$ cat src/rtl/cdc_hs_tx.sv
// cdc_hs_tx: source side of a two-phase (toggle) request/acknowledge
// clock-domain crossing. A word accepted on the valid/ready interface is
// held on o_data while o_req toggles. The block then waits for the matching
// i_ack toggle, which is brought into i_clk through two flops.
module cdc_hs_tx #(
   parameter int               WIDTH   = 32,
   parameter logic [WIDTH-1:0] DEFAULT = '0
) (
   input  logic             i_clk,
   input  logic             i_rst_n,
   input  logic [WIDTH-1:0] i_data,
   input  logic             i_valid,
   output logic             o_ready,
   output logic [WIDTH-1:0] o_data,
   output logic             o_req,
   input  logic             i_ack,
   output logic             o_done
);

   typedef enum logic {
      IDLE     = 1'b0,
      WAIT_ACK = 1'b1
   } state_t;

   state_t           r_state;
   state_t           w_state_next;
   logic             r_ack_s1;
   logic             r_ack_s;
   logic             r_req;
   logic [WIDTH-1:0] r_data;
   logic             r_done;
   logic             w_done_next;
   logic             w_match;
   logic             w_accept;

   // The synchronized ack equals our request once the destination has
   // caught up. A mismatch in IDLE (spurious ack) keeps the block blocked.
   assign w_match  = (r_ack_s == r_req);
   assign o_ready  = (r_state == IDLE) && w_match;
   assign w_accept = i_valid && o_ready;

   // Two-flop synchronizer for the asynchronous acknowledge toggle.
   always_ff @(posedge i_clk or negedge i_rst_n) begin
      if (!i_rst_n) begin
         r_ack_s1 <= 1'b0;
         r_ack_s  <= 1'b0;
      end else begin
         r_ack_s1 <= i_ack;
         r_ack_s  <= r_ack_s1;
      end
   end

   // State register and one-cycle done pulse.
   always_ff @(posedge i_clk or negedge i_rst_n) begin
      if (!i_rst_n) begin
         r_state <= IDLE;
         r_done  <= 1'b0;
      end else begin
         r_state <= w_state_next;
         r_done  <= w_done_next;
      end
   end

   // Next-state decode: accept moves to WAIT_ACK, matching ack returns to IDLE.
   always_comb begin
      w_state_next = r_state;
      w_done_next  = 1'b0;
      case (r_state)
         IDLE: begin
            if (w_accept) begin
               w_state_next = WAIT_ACK;
            end
         end
         WAIT_ACK: begin
            if (w_match) begin
               w_state_next = IDLE;
               w_done_next  = 1'b1;
            end
         end
         default: begin
            w_state_next = IDLE;
         end
      endcase
   end

   // Capture the word and toggle the request only on accept, so o_data and
   // o_req stay frozen for the whole outstanding transfer.
   always_ff @(posedge i_clk or negedge i_rst_n) begin
      if (!i_rst_n) begin
         r_data <= DEFAULT;
         r_req  <= 1'b0;
      end else if (w_accept) begin
         r_data <= i_data;
         r_req  <= ~r_req;
      end
   end

   assign o_data = r_data;
   assign o_req  = r_req;
   assign o_done = r_done;

endmodule

$ cat config.mk
export PLATFORM = sky130hd
export DESIGN_NAME = cdc_hs_tx
export DESIGN_NICKNAME = d
export VERILOG_FILES = /design/src/rtl/cdc_hs_tx.sv
export SDC_FILE = /design/constraint.sdc
export NUM_CORES = 1
export LEC_CHECK = 0
export CORE_MARGIN = 10
export CORE_UTILIZATION = 45
export CTS_BUF_LIST = sky130_fd_sc_hd__clkbuf_4
export CTS_CLUSTER_DIAMETER = 30
export CTS_CLUSTER_SIZE = 28
export DETAILED_ROUTE_END_ITERATION = 12
export PLACE_DENSITY = 0.87
export SETUP_SLACK_MARGIN = 0.4
export SKIP_CTS_REPAIR_TIMING = 1
export SLEW_MARGIN = 10
export SYNTH_ARGS = -nofsm -noshare
export SYNTH_HDL_FRONTEND = slang
export SYNTH_SLANG_ARGS = --single-unit
$ cat constraint.sdc
create_clock -name i_clk -period 2.7 [get_ports i_clk]
set_input_delay 0.405 -clock i_clk [delete_from_list [all_inputs] [get_ports i_clk]]
set_output_delay 0.405 -clock i_clk [all_outputs]
set_load 0.03 [all_outputs]
==> results by group, run 1 <==
Worst setup path
  • CP required: 2300 ps
  • Setup slack, reg-to-reg: 1090 ps
  • Crit path kind: reg -> out
  • Crit path max fanout: 4
  • Startpoint Class: flop
  • Reg-to-reg endpoint: o_data[25]
  • Critical Path Sink Type: output port
  • Arrival time worst endpoint: 1750 ps
  • R2R Path Start: r_ack_s
  • Start point of the critical path: r_ack_s
  • R2R depth: 4

Worst hold path
  • Hold/Removal Path Class: in -> async

Global routing
  • Initial antenna violation count: 0
  • Global router's overall resource usage: 12.2%
  • Largest net degree at the start of global routing: 38
  • Number of global-route vias before repair: 1094
  • Global-route wire length before repair: 5.73 mm
  • Overflow after GRT: 0

Final layout
  • Final nets: 193
  • Footprint of the multi-input gates: 528 um^2
  • Finished Layout Cells: 202
  • Proportion of layout cells with a drive suffix above 1: 29.1%
  • FF/Latch Area: 926 um^2
  • Fin area: 0.00233 mm^2
  • Most frequent cells in the layout: 69 x clkdlybuf4s50_1, 37 x dfrtp_1, 29 x mux2_4
  • Fillers: 216
  • Commonest non-fill, non-tap cell in the layout: clkdlybuf4s50_1
  • Fin util: 75.0%
  • Synthesis-to-layout area growth: 56.0%
  • ANT cells: 0

Floorplanning
  • Floorplan Core Area: 0.00310 mm^2
  • Die height: 77.6 um
  • Die area: 0.00602 mm^2
  • # IOs: 71
  • Starting Density: 48.1%
  • Rows: 20
  • Die extent in x: 77.6 um

Placement
  • Placer Congestion: 0.700
  • Dpl hpwl: 2.77 mm
  • Placed cells: 194
  • Placed cell area: 0.00222 mm^2
  • Pre-CTS WS: 727 ps
  • Buffers added on ports: 70

STA
  • Final worst slack: 548 ps
  • Tmin final: 2150 ps
  • Fin crit share: 79.7%
  • Final setup fails: 0
  • Worst-Margin Slew: 758 ps
  • Hold Fails Final Rpt: 0
  • Clk_skew: 3.20 ps
  • Setup TNS Final: 0 ps
  • Fmax: 465 MHz
  • RSZ-0062 raised after global routing: no
  • Final Max Tran Viols: 0
  • Rel. slew slack: 49.5%

Yosys
  • Synth Register Bits: 37
  • Mean Syn Cell Area: 18.4 um^2
  • Seq/Total Area, Yosys: 62.1%
  • Mapped Cells: 81
  • Distinct cells, synth: 12
  • Synth Warn #: 0
  • Post-Syn Area: 0.00149 mm^2
  • Syn_nets: 117

Routing
  • Number of iterations in the first detailed-routing pass: 3
  • Per-cell routed wire length: 17.3 um
  • Final Routed Wirelength: 3.49 mm
  • Vias per cell: 4.67
  • # DRC: 0
  • DR iter-0 viols: 23
  • Detail Route Antenna Nets: 0
  • Routed via count: 943

Clocking
  • # H-tree levels: 2
  • CTS Buf Count: 5
  • Worst-case clock buffer depth: 2
  • Worst-path clk slew: 100 ps
  • Clock Sinks: 37
  • Worst skew pair latency: 320 ps
  • Root Buffer Master: clkbuf_4
  • TritonCTS clock tree: built

Run status
  • Status: finished clean

Power and ir drop
  • Leakage: 1.03 nW
  • Peak supply drop: 0.753 mV
  • Pwr Density: 1370 mW/mm^2

Run
  • Max_cap viols: 0
[cells in the mapped netlist]
| master | count | area [um^2] |
|---|---|---|
| a21o_2 | 1 | 8.76 |
| xor2_2 | 1 | 16.3 |
| dfrtp_1 | 37 | 926 |
| nor2_1 | 2 | 7.51 |
| mux2_2 | 3 | 33.8 |
| nand2b_1 | 1 | 6.26 |
| nor2_4 | 1 | 11.3 |
| nand2_1 | 1 | 3.75 |
| o21ai_0 | 1 | 5.00 |
| inv_1 | 1 | 3.75 |
| buf_6 | 3 | 33.8 |
| mux2_4 | 29 | 435 |
[where the power goes]
| part | total [mW] | switching [mW] | leakage (nW) | internal, mW |
|---|---|---|---|---|
| logic | 1.74 | 0.851 | 0.533 | 0.887 |
| clock network | 0.457 | 0.170 | 0.0552 | 0.287 |
| registers | 0.982 | 0.162 | 0.439 | 0.820 |
[worst max-delay path: stages (launching register included)]
cell             delay (ps)
dfrtp_1                 420
xor2_2                  220
nor2_1                  100
clkdlybuf4s50_1         680
[metal layers]
layer | global-route usage, % | routed length [um]
met5 | 0 | 0
met2 | 19.3 | 1640
met4 | 3.83 | 19
met3 | 8.18 | 370
met1 | 13.0 | 1450
[layout make-up]
cell class              count  share of cell area (%)
well taps                  44                    2.37
flip-flops and latches     37                    39.8
clock inverters             3                    2.80
inverters                   1                   0.161
repair buffers             72                    30.6
clock buffers               5                    1.61
multi-input cells          40                    22.7
[worst max path at each step]
stage / slack (ps) / endpoint
2_1_floorplan: 1130 / o_ready
3_3_place_gp: 790 / o_data[23]
3_5_place_dp: 730 / o_data[25]
4_1_cts: 510 / o_ready
5_1_grt: 450 / o_ready
6_report: 550 / o_ready
[per-stage QoR]
step / hold WS [ps] / total power, mW
finish: 133 / 3.18
global route: 163 / 3.34
CTS: 152 / 3.22
detailed placement: 336 / 2.75
global placement: 333 / 2.72
floorplan: 109 / 2.05
[logic make-up (layout without fill, tap and decap cells)]
| family | count (synthesis) | count (layout) | synth area share (%) |
|---|---|---|---|
| XOR/XNOR | 1 | 1 | 1.09 |
| AND/OR/NAND/NOR | 5 | 5 | 1.93 |
| buffers and inverters | 4 | 81 | 2.52 |
| flip-flops | 37 | 37 | 62.1 |
| AO/OA/AOI/OAI | 2 | 2 | 0.923 |
| multiplexers | 32 | 32 | 31.5 |
[state kept, by name, indices dropped and copies added, names as in the netlist]
register	count
o_data	32
o_done	1
o_req	1
r_ack_s	1
r_ack_s1	1
r_state	1
No activity file was read; power rests on OpenSTA's default activity.
==> run 2: changes to the inputs <==
--- a/config.mk
+++ b/config.mk
@@ -6,12 +6,12 @@
 export NUM_CORES = 1
 export LEC_CHECK = 0
 export CORE_MARGIN = 10
-export CORE_UTILIZATION = 45
+export CORE_UTILIZATION = 42
 export CTS_BUF_LIST = sky130_fd_sc_hd__clkbuf_4
 export CTS_CLUSTER_DIAMETER = 30
 export CTS_CLUSTER_SIZE = 28
 export DETAILED_ROUTE_END_ITERATION = 12
-export PLACE_DENSITY = 0.87
+export PLACE_DENSITY = 0.82
 export SETUP_SLACK_MARGIN = 0.4
 export SKIP_CTS_REPAIR_TIMING = 1
 export SLEW_MARGIN = 10
==> constraint.sdc (replaced) <==
create_clock -name i_clk -period 2.02 [get_ports i_clk]
set_input_delay 0.303 -clock i_clk [delete_from_list [all_inputs] [get_ports i_clk]]
set_output_delay 0.303 -clock i_clk [all_outputs]
set_load 0.03 [all_outputs]
==> results by group, run 2 (same netlist as run 1, synthesis figures left out) <==
Power and ir drop
  • Peak supply drop: 0.782 mV (+3.8%)
  • Sequential share of power: 32.9% (+2.0 points)
  • Total power: 3.97 mW (+25%)
  • Switching power total: 1.59 mW (+35%)
  • Pwr Density: 1680 mW/mm^2 (+23%)
  • Clk pwr share: 9.0% (-5.4 points)
  • Switching share of total power: 40.2% (+2.9 points)
  • Combinational Power Share: 58.1% (+3.4 points)
  • Leakage: 1.35 nW (+31%)
  • Pint: 2.37 mW (+19%)

Final layout
  • Commonest non-fill, non-tap cell in the layout: dfrtp_1
  • Synthesis-to-layout area growth: 58.7%
  • Max reg flops: 32 (unchanged)
  • Most frequent cells in the layout: 37 x dfrtp_1, 35 x dlymetal6s2s_1, 34 x clkdlybuf4s50_1
  • Fin util: 69.8% (-5.1 points)
  • Fillers: 209 (-3.2%)
  • Proportion of layout cells with a drive suffix above 1: 27.6% (-1.5 points)
  • Final nets: 192 (-0.52%)
  • Fin area: 0.00237 mm^2 (+1.8%)
  • ANT cells: 0 (unchanged)

Routing
  • DR iter-0 viols: 26 (+13%)
  • Per-cell routed wire length: 19.3 um (+12%)
  • Detail Route Antenna Nets: 0 (unchanged)
  • Vias per cell: 4.62 (-1.1%)
  • # DRC: 0 (unchanged)
  • Final Routed Wirelength: 3.91 mm (+12%)
  • Routed via count: 933 (-1.1%)
  • Number of iterations in the first detailed-routing pass: 2 (-1)

Global routing
  • Met1 Track Usage GR: 13.7% (+0.78 points)
  • Global routing's busiest layer: met2
  • Overflow after GRT: 0 (unchanged)
  • Met2 Resource Use GR: 17.6% (-1.8 points)
  • Global-route wire length before repair: 5.76 mm (+0.59%)
  • Largest net degree at the start of global routing: 38 (unchanged)
  • Global router's overall resource usage: 12.1% (-0.13 points)
  • Number of global-route vias before repair: 1104 (+0.91%)
  • Initial antenna violation count: 0 (unchanged)
  • Met3 usage in global routing: 7.21% (-0.97 points)

Placement
  • Buffers added on ports: 70 (unchanged)
  • Placer Congestion: 0.707 (+0.91%)
  • Placed cell area: 0.00223 mm^2 (+0.34%)
  • Dpl hpwl: 2.71 mm (-2.4%)
  • Pre-CTS WS: 226 ps (-501 ps)

Floorplanning
  • # IOs: 71 (unchanged)
  • Die area: 0.00633 mm^2 (+5.3%)
  • Rows: 21 (+5.0%)
  • Die height: 79.6 um (+2.6%)
  • Die extent in x: 79.6 um (+2.6%)
  • Starting Density: 44.0% (-4.1 points)
  • Floorplan Core Area: 0.00339 mm^2 (+9.2%)

Run status
  • Status: finished clean

Worst setup path
  • Startpoint Class: flop
  • Crit path max fanout: 4 (unchanged)
  • R2R Path Start: r_ack_s
  • Setup slack, reg-to-reg: 440 ps (-650 ps)
  • Arrival time worst endpoint: 1390 ps (-360 ps)
  • Crit path kind: reg -> out
  • Reg-to-reg endpoint: o_data[25]
  • Critical Path Sink Type: output port
  • CP required: 1720 ps (-580 ps)
  • R2R depth: 4 (unchanged)

Worst hold path
  • Hold/Removal Path Class: in -> async

STA
  • Worst-Margin Slew: 800 ps (+41.8 ps)
  • Setup TNS Final: 0 ps (unchanged)
  • Clk_skew: 6.21 ps (+3.00 ps)
  • Tmin final: 1690 ps
  • Final Max Tran Viols: 0 (unchanged)
  • Fin crit share: 83.8%
  • RSZ-0062 raised after global routing: yes
  • Fmax: 591 MHz
  • Rel. slew slack: 46.7% (-2.8 points)
  • Final worst slack: 327 ps (-221 ps)
  • Final setup fails: 0 (unchanged)
  • Hold Fails Final Rpt: 0 (unchanged)

Clocking
  • Root Buffer Master: clkbuf_4
  • Clock Sinks: 37 (unchanged)
  • # H-tree levels: 2 (unchanged)
  • CTS Buf Count: 5 (unchanged)
  • TritonCTS clock tree: built
  • Worst-case clock buffer depth: 2 (unchanged)
  • Worst-path clk slew: 100 ps (about the same)
  • Worst skew pair latency: 340 ps (+20 ps)

Run
  • Max_cap viols: 0 (unchanged)
==> run 2: cell types whose count changed in the layout (fill, tap and decap cells not counted) <==
| cell | delta |
|---|---|
| clkinv_2 | -1 |
| buf_12 | +1 |
| buf_4 | -2 |
| clkdlybuf4s50_1 | -35 |
| clkbuf_4 | +1 |
| dlymetal6s2s_1 | +35 |
| bufinv_16 | -2 |
| clkinv_1 | +1 |
==> run 2: cell type report <==
class	instances	area, um^2	share of cell area (%)
timing repair buffer	71	803	33.9
clock buffer	6	45.0	1.90
clock inverter	1	3.75	0.159
inverter	1	3.75	0.159
sequential	37	926	39.1
tap	46	57.6	2.43
multi-input combinational	40	528	22.3
==> run 2: metrics by stage <==
step | cells | hold slack, ps
6_report | 202 | 44.7
5_1_grt | 202 | 74.8
4_1_cts | 202 | 70.4
3_5_place_dp | 195 | 335
3_3_place_gp | 195 | 333
2_1_floorplan | 81 | 7.41
==> run 2: layer usage <==
metal	share of wire (%)	vias up	wire (um)
li1	-	427	-
met4	1.9	0	75
met2	46	53	1800
met3	10	6	394
met5	0	-	0
met1	42	447	1640
==> run 2: how the worst max path moves through the flow <==
stage,startpoint,end,slack [ps],depth (start not counted)
global route,r_ack_s,o_ready,230,3
floorplan,o_req,o_data[0],470,4
detailed placement,i_valid,o_data[25],230,5
global placement,i_valid,o_data[25],260,5
finish,r_ack_s,o_ready,330,3
CTS,r_ack_s,o_ready,-70,3
==> run 2: critical path, stage by stage (launching register included) <==
cell and delay [ps]:
dfrtp_1 420, xor2_2 230, nor2_1 110, dlymetal6s2s_1 300
==> run 2: power by group through the flow <==
stage | Clock (mW) | Combinational, mW | Sequential, mW
finish | 0.357 | 2.31 | 1.30
global route | 0.416 | 2.41 | 1.35
CTS | 0.376 | 2.38 | 1.31
detailed placement | 0 | 2.37 | 1.32
global placement | 0 | 2.34 | 1.30
floorplan | 0 | 0.751 | 1.99
==> run 3: changes to the inputs <==
==> constraint.sdc (replaced) <==
create_clock -name i_clk -period 1.65 [get_ports i_clk]
set_input_delay 0.2475 -clock i_clk [delete_from_list [all_inputs] [get_ports i_clk]]
set_output_delay 0.2475 -clock i_clk [all_outputs]
set_load 0.03 [all_outputs]
==> results by group, run 3 (same netlist as run 1, synthesis figures left out) <==
STA
  • Fmax: 661 MHz
  • Worst-Margin Slew: 816 ps (+16.0 ps)
  • Hold Fails Final Rpt: 20 (+20)
  • Fin crit share: 91.6%
  • Hold slack final: -14.5 ps (-59.2 ps)
  • Final Max Tran Viols: 0 (unchanged)
  • Final worst slack: 138 ps (-189 ps)
  • RSZ-0062 raised after global routing: yes
  • Tmin final: 1510 ps
  • Final setup fails: 0 (unchanged)
  • Clk_skew: 13.8 ps (+7.64 ps)
  • Rel. slew slack: 45.6% (-1.1 points)

Worst setup path
  • Setup slack, reg-to-reg: 140 ps (-300 ps)
  • Arrival time worst endpoint: 1260 ps (-130 ps)
  • R2R depth: 5 (+1)
  • Crit path kind: reg -> out
  • Startpoint Class: flop
  • Crit path max fanout: 4 (unchanged)
  • R2R Path Start: r_ack_s
  • Critical Path Sink Type: output port
  • CP required: 1400 ps (-320 ps)
  • Reg-to-reg endpoint: o_data[29]

Power and ir drop
  • Pint: 2.72 mW (+15%)
  • Sequential share of power: 33.9% (+1.0 points)
  • Leakage: 1.08 nW (-20%)
  • Switching share of total power: 42.6% (+2.4 points)
  • Combinational Power Share: 56.7% (-1.4 points)
  • Total power: 4.74 mW (+20%)
  • Pwr Density: 2100 mW/mm^2 (+25%)
  • Peak supply drop: 0.870 mV (+11%)
  • Clk pwr share: 9.4% (+0.4 points)
  • Switching power total: 2.02 mW (+27%)

Global routing
  • Global-route wire length before repair: 5.85 mm (+1.6%)
  • Initial antenna violation count: 0 (unchanged)
  • Number of global-route vias before repair: 1062 (-3.8%)
  • Largest net degree at the start of global routing: 38 (unchanged)
  • Global router's overall resource usage: 12.1% (+0.058 points)
  • Overflow after GRT: 0 (unchanged)

Floorplanning
  • Die height: 79.6 um (unchanged)
  • # IOs: 71 (unchanged)
  • Die extent in x: 79.6 um (unchanged)
  • Die area: 0.00633 mm^2 (unchanged)
  • Starting Density: 44.0% (unchanged)
  • Rows: 21 (unchanged)
  • Floorplan Core Area: 0.00339 mm^2 (unchanged)

Placement
  • Dpl hpwl: 2.81 mm (+3.9%)
  • Pre-CTS WS: -23.6 ps (-250 ps)
  • Placed cell area: 0.00225 mm^2 (+0.84%)
  • Placer Congestion: 0.776 (+9.7%)
  • Buffers added on ports: 70 (unchanged)

Final layout
  • Commonest non-fill, non-tap cell in the layout: dfrtp_1
  • Fin util: 66.6% (-3.3 points)
  • Fin area: 0.00226 mm^2 (-4.7%)
  • ANT cells: 0 (unchanged)
  • Fillers: 234 (+12%)
  • Synthesis-to-layout area growth: 51.3%
  • Final nets: 197 (+2.6%)
  • Proportion of layout cells with a drive suffix above 1: 51.9% (+24 points)
  • Max reg flops: 32 (unchanged)
  • Most frequent cells in the layout: 35 x dfrtp_1, 34 x clkdlybuf4s50_1, 32 x mux2_4

Clocking
  • TritonCTS clock tree: built
  • CTS Buf Count: 5 (unchanged)
  • Worst-case clock buffer depth: 2 (unchanged)
  • Clock Sinks: 37 (unchanged)
  • Root Buffer Master: clkbuf_4
  • # H-tree levels: 2 (unchanged)
  • Worst skew pair latency: 340 ps (about the same)
  • Worst-path clk slew: 110 ps (about the same)

Run
  • Max_cap viols: 0 (unchanged)

Run status
  • Failing checks: hold timing
  • Status: complete, but fails checks

Routing
  • Number of iterations in the first detailed-routing pass: 5 (+3)
  • Detail Route Antenna Nets: 0 (unchanged)
  • # DRC: 0 (unchanged)
  • DR iter-0 viols: 85 (+230%)
  • Final Routed Wirelength: 3.96 mm (+1.3%)
  • Vias per cell: 4.60 (-0.39%)
  • Per-cell routed wire length: 19.0 um (-1.6%)
  • Routed via count: 957 (+2.6%)

Worst hold path
  • Hold/Removal Path Class: in -> async
run 3: cell types whose count changed in the layout (fill, tap and decap cells not counted), sizes merged:
cell	change
buf	+5
dlymetal6s2s	-34
clkinv	+2
clkbuf	+33
run 3: how the worst max path moves through the flow:
stage             from         end  slack, ps  cells after the start
3_3_place_gp   i_valid  o_data[23]          5                      5
2_1_floorplan    o_req   o_data[0]        190                      4
4_1_cts          o_req       o_req        -70                      1
3_5_place_dp   i_valid  o_data[23]        -20                      5
5_1_grt        r_ack_s     o_ready         60                      3
6_report       r_ack_s     o_ready        140                      3
run 3: metal layers:
metal | share of wire (%) | vias to the layer above | track usage (%)
li1 | - | 439 | -
met1 | 37 | 479 | 12.4
met2 | 56 | 32 | 21.4
met3 | 4.8 | 7 | 2.93
met4 | 2.4 | 0 | 8.24
met5 | 0 | - | 0
run 3: worst max-delay path, stage by stage (launching register included):
cell and delay (ps):
dfrtp_2 460, xor2_4 210, nor2_1 100, buf_4 170
run 3: cell type report:
cell class / instances / area, um^2 / area share, %
Multi-Input combinational cell: 40 / 551 / 24.4
Timing Repair Buffer: 76 / 666 / 29.5
Sequential cell: 37 / 928 / 41.2
Clock buffer: 5 / 37.5 / 1.66
Tap cell: 46 / 57.6 / 2.55
Clock inverter: 3 / 12.5 / 0.555
Inverter: 1 / 3.75 / 0.166
run 3: power groups by stage:
stage | combinational [mW] | clock (mW) | sequential [mW]
floorplan | 0.919 | 0 | 2.43
global route | 2.81 | 0.502 | 1.66
finish | 2.69 | 0.446 | 1.61
global placement | 2.90 | 0 | 1.59
detailed placement | 2.93 | 0 | 1.61
CTS | 2.94 | 0.461 | 1.60
run 3: per-stage QoR:
| step | TNS, ps | instances |
|---|---|---|
| global placement | 0 | 196 |
| detailed placement | -184 | 196 |
| CTS | -266 | 204 |
| global route | 0 | 208 |
| floorplan | 0 | 81 |
| finish | 0 | 208 |
